**config.mk**
```make
export PLATFORM = sky130hd
export DESIGN_NAME = crossbar_ingress_queue
export DESIGN_NICKNAME = d
export VERILOG_FILES = /design/src/rtl/crossbar_ingress_queue.sv
export SDC_FILE = /design/constraint.sdc
export NUM_CORES = 1
export LEC_CHECK = 0
export BUFFER_PORTS_ARGS = -buffer_cell sky130_fd_sc_hd__buf_2
export CORE_MARGIN = 8
export CORE_UTILIZATION = 41
export DETAILED_ROUTE_END_ITERATION = 7
export HOLD_SLACK_MARGIN = 0.03
export SYNTH_ARGS = -nofsm -noshare
export SYNTH_HDL_FRONTEND = slang
export SYNTH_SLANG_ARGS = --single-unit
```
**constraint.sdc**
```tcl
create_clock -name clk -period 2.7 [get_ports clk]
set_clock_uncertainty 0.2 [all_clocks]
set_input_delay 0.135 -clock clk [delete_from_list [all_inputs] [get_ports clk]]
set_output_delay 0.135 -clock clk [all_outputs]
set_load 0.02 [all_outputs]
```
**src/rtl/crossbar_ingress_queue.sv**
```systemverilog
// Per-port ingress FIFOs ahead of the crossbar; out-of-range destinations are dropped and counted.
// Latency: 1 cycle from accepted push to head presentation (no bypass). Pops happen on req & grant.
// Backpressure: in_ready[i] is low only while port i's FIFO is full; drops never stall the source.
module crossbar_ingress_queue #(
    parameter int N     = 4,
    parameter int M     = 4,
    parameter int DW    = 32,
    parameter int DESTW = 2,
    parameter int DEPTH = 4
) (
    input  logic                             clk,
    input  logic                             rst,
    input  logic [N-1:0]                     in_valid,
    output logic [N-1:0]                     in_ready,
    input  logic [N*DESTW-1:0]               in_dest,
    input  logic [N*DW-1:0]                  in_data,
    output logic [N-1:0]                     req,
    output logic [N*DESTW-1:0]               dest,
    output logic [N*DW-1:0]                  data_out,
    input  logic [N-1:0]                     grant,
    output logic [N*($clog2(DEPTH)+1)-1:0]   occupancy,
    output logic [15:0]                      drop_count
);

    localparam int AW = $clog2(DEPTH);
    localparam int OW = AW + 1;
    localparam int EW = DESTW + DW;

    logic [EW-1:0] mem_q    [N][DEPTH];
    logic [AW-1:0] wr_ptr_q [N];
    logic [AW-1:0] rd_ptr_q [N];
    logic [OW-1:0] occ_q    [N];
    logic [15:0]   drop_count_q;
    logic [15:0]   drop_count_d;
    logic [16:0]   drop_sum;

    logic [N-1:0]  dest_ok;
    logic [N-1:0]  push;
    logic [N-1:0]  drop;
    logic [N-1:0]  pop;
    logic [EW-1:0] head;

    always_comb begin
        in_ready  = '0;
        req       = '0;
        dest      = '0;
        data_out  = '0;
        occupancy = '0;
        dest_ok   = '0;
        push      = '0;
        drop      = '0;
        pop       = '0;
        head      = '0;
        drop_sum  = {1'b0, drop_count_q};
        for (int i = 0; i < N; i++) begin
            in_ready[i] = occ_q[i] < OW'(DEPTH);
            // Zero-extended compare stays correct when M == 2**DESTW (never drops).
            dest_ok[i]  = 32'(in_dest[i*DESTW +: DESTW]) < M;
            push[i]     = in_valid[i] & in_ready[i] & dest_ok[i];
            drop[i]     = in_valid[i] & in_ready[i] & ~dest_ok[i];
            req[i]      = occ_q[i] != '0;
            pop[i]      = req[i] & grant[i];
            head        = mem_q[i][rd_ptr_q[i]];
            if (req[i]) begin
                dest[i*DESTW +: DESTW] = head[DW +: DESTW];
                data_out[i*DW +: DW]   = head[DW-1:0];
            end
            occupancy[i*OW +: OW] = occ_q[i];
            drop_sum = drop_sum + 17'(drop[i]);
        end
        drop_count_d = drop_sum[16] ? 16'hFFFF : drop_sum[15:0];
    end

    assign drop_count = drop_count_q;

    always_ff @(posedge clk or negedge rst) begin
        if (!rst) begin
            for (int i = 0; i < N; i++) begin
                wr_ptr_q[i] <= '0;
                rd_ptr_q[i] <= '0;
                occ_q[i]    <= '0;
            end
            drop_count_q <= '0;
        end else begin
            for (int i = 0; i < N; i++) begin
                if (push[i]) wr_ptr_q[i] <= wr_ptr_q[i] + 1'b1;
                if (pop[i])  rd_ptr_q[i] <= rd_ptr_q[i] + 1'b1;
                case ({push[i], pop[i]})
                    2'b10:   occ_q[i] <= occ_q[i] + 1'b1;
                    2'b01:   occ_q[i] <= occ_q[i] - 1'b1;
                    default: occ_q[i] <= occ_q[i];
                endcase
            end
            drop_count_q <= drop_count_d;
        end
    end

    // Storage needs no reset: empty FIFOs mask their contents on the outputs.
    always_ff @(posedge clk) begin
        for (int i = 0; i < N; i++) begin
            if (push[i]) begin
                mem_q[i][wr_ptr_q[i]] <= {in_dest[i*DESTW +: DESTW], in_data[i*DW +: DW]};
            end
        end
    end

endmodule

```
==> impl_results.md <==
* R2R Path Start: occupancy[11]
* Crit path capture: dest[1]
* Synth Instances at 1,039
* DR vias at 11,400
* # Max-Cap Violations at 0
* First-pass detailed-route iteration total at 4
* Crit path launch: rd_ptr_q[6]
* Yosys cell types at 23
* Vias/cell at 4.96
* Fraction of layout cells with a size suffix above 1 at 0.345
* DRT iter0 DRCs at 627
* Final hold vios at 0
* Clock transition at the registers of the reported paths at 0.06 ns
* Synth area leader: edfxtp_1
* All-layer global routing usage at 0.148
* Filler cells at 4,401
* Most frequent cells in the layout: edfxtp_1 (544), buf_2 (301), and2_1 (156)
* Setup Viol. Count Final at 0
* CP Capture Type: output pin
* DP Wirelength at 28,500 um
* Hold WS at 0.0859 ns
* Area grow syn2layout at 25.5%
* Final Net Count at 1,708
* Relative slew slack at 0.632
* WL/cell at 20.4 um
* Core ar. at 0.0548 sq mm
* Drt drc at 0
* Total Power at 30,800 uW
* H-tree depth at 2
* CTS tree: done
* Crit path time final at 2.54 ns
* Io pins at 318
* WP data arrival at 2.21 ns
* Max VDD drop at 0.000925 V
* Clock Latency Late Sink at 0.59 ns
* Worst setup path category: register to output pin
* Setup_tns at 0 ns
* Post-synthesis sequential element count at 572
* Grt ovf at 0
* Setup crit start kind: register
* Pre-CTS setup slack at 0.543 ns
* Final Cycle Share at 0.941
* Critical Path Max Stage Delay at 0.55 ns
* Critical R2R Capture: occupancy[11]
* R2R Setup Slk at 0.53 ns
* Final WS setup at 0.160 ns
* Avg Inst Size Synth at 21.7 sq um
* LEAKAGE at 0.0101 uW
* Hold Path Origin: in_dest[1]
* Min-delay worst type: input pin to register
* Total die area at 0.0627 sq mm
* Root buf cell: clkbuf_16
* Critical Path RT at 2.37 ns
* Number of global-route vias before repair at 12,800
* Most common cell after layout, fill and taps aside: edfxtp_1
* Worst-Margin Slew at 0.552 ns
* First-pass GRT wire length at 73,000 um
* CTS buffer count at 58
* PD cells at 1090 mW/mm^2
* Status: complete, no violations
* Rows at 86
* Peak Freq at 394 MHz
* Initial core utilization at 0.411
* Register area at 0.0170 sq mm
* Largest net degree at the start of global routing at 37
* Initial antenna violation count at 1
* Area contributors post-synth: edfxtp_1 (72%), mux4_2 (11%), and2_1 (4.3%)
* CTS sink cnt at 572
* Multi-input logic area at 0.00489 sq mm
* Die height at 250 um
* CP cell instances: buf_4, mux4_1, and2_1, buf_2
* Area share of the largest cell type after synthesis at 0.725
* Reg2reg path depth at 8
* Chip width at 250 um
* Final core occ at 0.516
* Synthesized cell area at 0.0225 sq mm
* Detailed Route WL at 46,800 um
* Slowest-stage cell, CP: mux4_1
* IO Port Bufs at 301
* RSZ-0062 raised after global routing: no
* CP max FO at 6
* Seq/Total Area, Yosys at 0.756
* Max Root-Sink Buffers at 3
* Ys Warns at 0
* Placer congestion estimate at 0.736
* Final slew viol count at 0
* Post-DRT Antenna Nets at 0
## routing by layer
metal / share of wire / vias up / track usage
met1: 0.41 / 5894 / 0.183
li1: - / 5096 / -
met5: 0.00028 / - / 0
met3: 0.055 / 74 / 0.0368
met2: 0.51 / 292 / 0.258
met4: 0.021 / 2 / 0.0404
## worst min path at each step
| stage | slack, ns | cells past startpoint | endpoint |
|---|---|---|---|
| finish | 0.09 | 2 | mem_q[0][135] |
| CTS | 0.03 | 2 | mem_q[3][1] |
| global route | 0.06 | 2 | mem_q[0][129] |
| global placement | 0.09 | 1 | occupancy[8] |
| floorplan | -0.36 | 0 | occupancy[0] |
| detailed placement | 0.09 | 1 | occupancy[8] |
## state kept, by name (all words and copies together) (netlist names)
name and count:
mem_q 544, occupancy 12, rd_ptr_q 8, wr_ptr_q 8
## critical path: cells and delay by family (launching register included)
family / cells / cell delay, ns
buffers and inverters: 2 / 0.37
DFF: 1 / 0.51
muxes: 1 / 0.55
and+or+nand+nor: 1 / 0.18
## layout make-up
| type | count | share of cell area |
|---|---|---|
| antenna | 2 | 0.000177 |
| clock buffer | 67 | 0.0533 |
| clock inverter | 39 | 0.0116 |
| inverter | 28 | 0.00372 |
| multi-input combinational | 386 | 0.173 |
| sequential | 572 | 0.603 |
| tap | 704 | 0.0312 |
| timing repair buffer | 492 | 0.124 |
## repair_timing
action | in CTS | in global routing
hold buffers | 147 | 0
hold endpoints to repair | 600 | 0
endpoints found under the setup margin | 11 | 14
setup buffers | 3 | 3
resized for setup | 1 | 0
## kinds of logic after synthesis
group                    Yosys count  share of synthesized area
AO/OA/AOI/OAI                      6                    0.00133
XOR/XNOR                          24                    0.00933
adder cells (fa/ha/maj)           24                     0.0147
buffers and inverters             96                     0.0295
flip-flops                       572                      0.756
multiplexers                     138                      0.141
other                              1                   0.000166
AND/OR/NAND/NOR                  178                     0.0481
## Yosys cell counts (all sizes together)
cell,number
and2,156
buf,48
clkbuf,20
conb,1
dfrtp,28
edfxtp,544
fa,4
ha,20
inv,28
mux2i,2
mux4,136
nand2,6
nand3,4
nor2,4
nor2b,4
o21ai,6
or3,4
xnor2,16
xor2,8
## power by group
part           internal (uW)  total (uW)  switching [uW]
logic                   4900       11400            6530
registers              11200       11600             436
clock network           4460        7700            3240
## stage by stage
stage	area, sq um	instances
floorplan	22600	1054
global placement	24900	2029
detailed placement	24900	2029
CTS	28200	2285
global route	28300	2288
finish	28300	2290
(Power assumes the default switching activity.)
